--- config.mk ---
export PLATFORM = sky130hd
export DESIGN_NAME = serial_addsub
export DESIGN_NICKNAME = d
export VERILOG_FILES = /design/src/rtl/serial_addsub.sv
export SDC_FILE = /design/constraint.sdc
export NUM_CORES = 1
export LEC_CHECK = 0
export BUFFER_PORTS_ARGS = -buffer_cell sky130_fd_sc_hd__buf_2
export CORE_MARGIN = 1
export CORE_UTILIZATION = 35
export CTS_CLUSTER_DIAMETER = 100
export CTS_CLUSTER_SIZE = 25
export DETAILED_ROUTE_END_ITERATION = 8
export PLACE_DENSITY = 0.55
export SLEW_MARGIN = 10
export SYNTH_ARGS = -nofsm -noshare
export SYNTH_HDL_FRONTEND = slang
export SYNTH_SLANG_ARGS = --single-unit
--- constraint.sdc ---
create_clock -name clk -period 5.6 [get_ports clk]
set_input_delay 0 -clock clk [delete_from_list [all_inputs] [get_ports clk]]
set_output_delay 0 -clock clk [all_outputs]
set_load 0.01 [all_outputs]
--- src/rtl/serial_addsub.sv ---
// Digit-serial adder/subtractor: processes a WIDTH-bit operand pair DIGIT bits per cycle
// through one narrow adder slice, with carry/overflow/zero flags and a start/busy/done handshake.
module serial_addsub #(
    parameter int unsigned WIDTH = 8,
    parameter int unsigned DIGIT = 4
) (
    input  logic             clk,
    input  logic             rst_n,
    input  logic             start,
    input  logic             sub,
    input  logic             cin,
    input  logic [WIDTH-1:0] a,
    input  logic [WIDTH-1:0] b,
    output logic             busy,
    output logic             done,
    output logic [WIDTH-1:0] r,
    output logic             cout,
    output logic             ovf,
    output logic             zero
);

    localparam int unsigned N     = WIDTH / DIGIT;
    localparam int unsigned CNT_W = (N > 1) ? $clog2(N) : 1;

    typedef enum logic {
        IDLE = 1'b0,
        RUN  = 1'b1
    } state_e;

    state_e             state_q, state_d;
    logic [WIDTH-1:0]   a_q, a_d;
    logic [WIDTH-1:0]   b_q, b_d;
    logic [WIDTH-1:0]   acc_q, acc_d;
    logic [WIDTH-1:0]   r_q, r_d;
    logic [CNT_W-1:0]   cnt_q, cnt_d;
    logic               carry_q, carry_d;
    logic               busy_q, busy_d;
    logic               done_q, done_d;
    logic               cout_q, cout_d;
    logic               ovf_q, ovf_d;
    logic               zero_q, zero_d;

    logic [DIGIT:0]     sum;
    logic               msb_cin;
    logic               last_digit;

    // One DIGIT-bit slice add; bit DIGIT is the slice carry-out.
    assign sum = {1'b0, a_q[DIGIT-1:0]} + {1'b0, b_q[DIGIT-1:0]} + {{DIGIT{1'b0}}, carry_q};

    // Carry into the slice MSB recovered from the sum bit; on the last digit this is bit WIDTH-1.
    assign msb_cin    = a_q[DIGIT-1] ^ b_q[DIGIT-1] ^ sum[DIGIT-1];
    assign last_digit = (cnt_q == CNT_W'(N - 1));

    always_comb begin
        state_d = state_q;
        a_d     = a_q;
        b_d     = b_q;
        acc_d   = acc_q;
        r_d     = r_q;
        cnt_d   = cnt_q;
        carry_d = carry_q;
        busy_d  = busy_q;
        done_d  = 1'b0;
        cout_d  = cout_q;
        ovf_d   = ovf_q;
        zero_d  = zero_q;

        case (state_q)
            IDLE: begin
                busy_d = 1'b0;
                if (start) begin
                    a_d     = a;
                    b_d     = sub ? ~b : b;
                    carry_d = cin ^ sub;
                    cnt_d   = '0;
                    busy_d  = 1'b1;
                    state_d = RUN;
                end
            end
            RUN: begin
                a_d     = a_q >> DIGIT;
                b_d     = b_q >> DIGIT;
                acc_d   = (acc_q >> DIGIT) | (WIDTH'(sum[DIGIT-1:0]) << (WIDTH - DIGIT));
                carry_d = sum[DIGIT];
                cnt_d   = cnt_q + CNT_W'(1);
                if (last_digit) begin
                    // Result and flags are published only here, so they hold during RUN.
                    cnt_d   = '0;
                    r_d     = acc_d;
                    cout_d  = sum[DIGIT];
                    ovf_d   = msb_cin ^ sum[DIGIT];
                    zero_d  = (acc_d == '0);
                    busy_d  = 1'b0;
                    done_d  = 1'b1;
                    state_d = IDLE;
                end
            end
            default: begin
                busy_d  = 1'b0;
                state_d = IDLE;
            end
        endcase
    end

    always_ff @(posedge clk or negedge rst_n) begin
        if (!rst_n) begin
            state_q <= IDLE;
            a_q     <= '0;
            b_q     <= '0;
            acc_q   <= '0;
            r_q     <= '0;
            cnt_q   <= '0;
            carry_q <= 1'b0;
            busy_q  <= 1'b0;
            done_q  <= 1'b0;
            cout_q  <= 1'b0;
            ovf_q   <= 1'b0;
            zero_q  <= 1'b1;
        end else begin
            state_q <= state_d;
            a_q     <= a_d;
            b_q     <= b_d;
            acc_q   <= acc_d;
            r_q     <= r_d;
            cnt_q   <= cnt_d;
            carry_q <= carry_d;
            busy_q  <= busy_d;
            done_q  <= done_d;
            cout_q  <= cout_d;
            ovf_q   <= ovf_d;
            zero_q  <= zero_d;
        end
    end

    assign busy = busy_q;
    assign done = done_q;
    assign r    = r_q;
    assign cout = cout_q;
    assign ovf  = ovf_q;
    assign zero = zero_q;

endmodule

==> results <==
- Subtracting the final worst setup slack from the clock period gives 2.08 ns.
- The most numerous cell in the Yosys netlist is sky130_fd_sc_hd__dfrtp_1.
- The total routing usage reported by global routing is 14.1%.
- Yosys printed 0 warnings.
- For this design, the CTS-stage hold fixing added 8 buffers.
- The pin count of the biggest net entering global routing is 37.
- The data arrival time at the worst-slack endpoint is 2.26 ns.
- STA classifies the critical path startpoint as a flop.
- The final worst clock skew is 0.00508 ns.
- Row generation in the floorplan step produced 24 rows.
- The distinct cell type count of the synthesized netlist is 24.
- The count of buffers from port buffering is 33.
- The number of remaining DRC errors is 9.
- The fraction of power consumed by the clock network is 22.7%.
- The final number of hold-violating endpoints came to 0.
- For this run the aggregate overflow at the end of global routing stands at 0.
- The commonest cells after synthesis are 35 x sky130_fd_sc_hd__dfrtp_1, 17 x sky130_fd_sc_hd__nor2_1, 13 x sky130_fd_sc_hd__nand2_1.
- The ratio of final minimum period to clock period is 37.1%.
- The fraction of the yosys area taken by sequential cells is 54.5%.
- On the critical path, the stage with the largest delay is an instance of sky130_fd_sc_hd__dfrtp_1.
- At the end of the flow, the number of nets in the layout was 210.
- The die extent in y is 70.7 µm.
- The number of buffers and inverters on the critical path is 1.
- The signal on the critical path passes through nand2_2 > inv_1 > mux2_2.
- The routed length on met3 is 177 µm.
- Yosys attributes the largest share of cell area to sky130_fd_sc_hd__dfrtp_1 53%, sky130_fd_sc_hd__mux2_2 6.8%, sky130_fd_sc_hd__xnor2_1 6.4%, sky130_fd_sc_hd__mux2i_1 5.4%, sky130_fd_sc_hd__nor2_1 3.9%.
- Once the clock tree was built, the resizer swapped 0 gates to a different size.
- The switching power summed over all nets is 0.383 mW.
- The fraction of synthesis flops using an asynchronous set or reset pin is 100%.
- The number of sinks handled by clock tree synthesis is 36.
- The area inside the core boundary is 0.00444 mm².
- The number of antenna violations at the first check in global routing is 0.
- Clock-pin slew was measured on the worst setup and hold paths at 0.07 ns.
- The worst-case setup slack after placement is 3.49 ns.
- After detailed routing, the total wire length is 3040 µm.
- In this run, synthesis inferred 0 flip-flops with an integrated enable.
- The run finished, with violations left.
- TritonCTS built the clock tree.
- The starting density of the core is 37.2%.
- For this design the ratio of total power to cell area is 543 mW/mm².
- Synthesis produced a netlist with a net count of 171.
- Buffers added to address setup during post-CTS repair amount to 0.
- The count of boundary I/O pins is 34.
- Signal routing reaches up to met4.
- The kind of capture point of the worst setup path is a flop.
- Combinational logic burns 35.1% of the power.
- The repair_antennas step left the layout with diodes totalling 0.
- The internal power of the cells totals 0.726 mW.
- The maximum clock frequency is 0.481 GHz.
- The most used flip-flop cell after synthesis is sky130_fd_sc_hd__dfrtp_1.
- Setup total negative slack on the finished layout was measured at 0 ns.
- Leaving out filler cells and counting taps, the final layout contains 237.
- The worst setup path is of the reg -> reg kind.
- Summing over every cut layer, the via total after detailed routing is 1115.
- The final total power is 1.11 mW.
- Across all setup checks in the final design, the least slack found is 3.52 ns.
- The first detailed-routing pass took 6 iterations.
- The gate count after technology mapping is 145.
- Detailed placement ended at an HPWL of 2160 µm.
- After detailed routing, the average wire length per cell comes to 12.8 µm.
- The area share of the largest cell type after synthesis is 53.0%.
- Setup slack on the worst reg-to-reg path comes out at 3.52 ns.
- The layout-stage area growth over the synthesis result is 23.5%.
- The path class of the tightest hold or removal check is in -> reg.
- Setup violations remaining at the end of the flow were counted as 0.
- The first routing iteration left 72 violations.
- Routability-driven placement finished with a final weighted congestion of 0.711.
- For this run, the share of the core covered by cells in the final layout is 46.0%.
- The average vias per placed instance is 4.70.
- The switching share of total power is 34.5%.
- Setup repair after global routing left no endpoint under its margin.
- The wire length of the first global-routing pass is 5360 µm.
- Summing every instance area after synthesis gives 0.00165 mm².
- In this design, the largest share of critical-path delay is due to flip-flops.
- The worst slew margin relative to its limit is 31.9%.
- The number of max-slew violations in the final report is 0.
- The cell accounting for the most synthesized area is sky130_fd_sc_hd__dfrtp_1.
- The number of nets still failing antenna checks after routing is 0.
- Counting tap cells, the placed design contains a total of 221 instances.
- The synthesized design contains 36 register bits.
- The measured slew at the worst slew-check pin is 1.02 ns.
- The delay contributed by the slowest stage of the critical path is 1.02 ns.
- The maximum number of buffers from clock root to sink is 2.
- In this run the worst path has a maximum fanout of 34.
- After detailed routing, the met2 layer carries 1390 µm of wire.
- The clock reaches the later pin of the worst-skew pair after 0.29 ns.
- The average cell area after synthesis is 11.4 µm².
- Sequential cells burn 42.2% of the power.
- TritonCTS created 5 clock buffers.
- The worst voltage drop across the vdd grid is 0.165 mV.
- The leakage power of the design is 0.998 nW.
- STA puts the critical path data required time at 5.78 ns.
- The number of max-capacitance violations reported is 0.
- The overall die area is 0.00500 mm².
- The root buffer cell chosen for the clock tree is sky130_fd_sc_hd__clkbuf_8.
- The H-tree was split into 2 levels.
- The die extent in x is 70.7 µm.
- The via count of the first global-routing pass is 1152.
- The final reports fail on DRC.
- In the final routing, the length of wire on met1 measures 1430 µm.
- The ratio of cells with drive above 1 in the final layout is 29.7%.
-- worst paths after layout --
path | start | to | cells after the start
max in group asynchronous | rst_n | r[0]$_DFFE_PN0P_ | 2
min in group asynchronous | rst_n | r[6]$_DFFE_PN0P_ | 2
setup reg to reg | state_q$_DFF_PN0_ | r[7]$_DFFE_PN0P_ | 3
hold / removal | b[4] | b_q[4]$_DFFE_PN0P_ | 3
hold reg to reg | zero$_DFFE_PN1P_ | zero$_DFFE_PN1P_ | 2
setup / recovery | state_q$_DFF_PN0_ | r[7]$_DFFE_PN0P_ | 3
-- metrics by stage --
step / hold WS [ns] / cell area [µm²]
2_1_floorplan: -0.296 / 1650
3_3_place_gp: 0.127 / 1840
3_5_place_dp: 0.145 / 1840
4_1_cts: 0.0000875 / 2040
5_1_grt: 0.0107 / 2040
6_report: 0.00191 / 2040
-- layout by cell type (no fill, tap or decap), types with 2 or more instances in the layout --
cell / count
sky130_fd_sc_hd__dfrtp_1: 35
sky130_fd_sc_hd__mux2i_1: 9
sky130_fd_sc_hd__buf_2: 33
sky130_fd_sc_hd__a21oi_1: 6
sky130_fd_sc_hd__nor2_1: 17
sky130_fd_sc_hd__fa_1: 2
sky130_fd_sc_hd__dlygate4sd3_1: 8
sky130_fd_sc_hd__a21o_1: 3
sky130_fd_sc_hd__a211oi_1: 4
sky130_fd_sc_hd__inv_1: 2
sky130_fd_sc_hd__xnor2_1: 12
sky130_fd_sc_hd__nand2_1: 13
sky130_fd_sc_hd__clkbuf_8: 7
sky130_fd_sc_hd__mux2_2: 10
sky130_fd_sc_hd__ha_1: 3
sky130_fd_sc_hd__o21ai_0: 12
-- power groups by stage --
stage	registers [mW]	clock network (mW)	logic, mW
final	0.468	0.252	0.390
after global routing	0.491	0.271	0.433
after CTS	0.473	0.258	0.396
after detailed placement	0.478	0	0.391
after global placement	0.470	0	0.378
after floorplan	0.450	0	0.292
-- registers in the layout, summed over array words and instances (netlist names) --
register,count
a_q,8
b_q,8
r,8
acc_q,4
busy,1
carry_q,1
cnt_q,1
cout,1
done,1
ovf,1
state_q,1
zero,1
-- cell type report --
type                       count  area, µm²
inverter                       2       7.51
tap                           52       65.1
sequential                    36        902
timing repair buffer          41        245
fill                         412       2400
clock buffer                   7       96.3
multi-input combinational     98        697
clock inverter                 1       30.0
-- per-layer routing --
metal / GRT usage (%) / up-vias
li1: - / 566
met1: 16.7 / 513
met2: 23.0 / 31
met3: 5.13 / 5
met4: 6.00 / 0
met5: 0 / -
-- worst register-to-register path: cells and delay by family (launching register included) --
kind,cells,cell delay [ns]
buffers and inverters,1,0.22
multiplexers,1,0.34
AND/OR/NAND/NOR,1,0.39
flip-flops,1,1.02
-- kinds of logic (layout without fill, tap and decap cells) --
family | after synthesis | after routing | share of synthesized area, %
compound gates | 28 | 28 | 10.6
xor+xnor | 12 | 12 | 6.35
fa+ha+maj | 5 | 5 | 4.69
buf+inv | 11 | 51 | 3.33
flops | 36 | 36 | 54.5
mux | 19 | 19 | 12.3
simple gates | 34 | 34 | 8.25
Note: power is estimated with default switching activity, not from simulation.
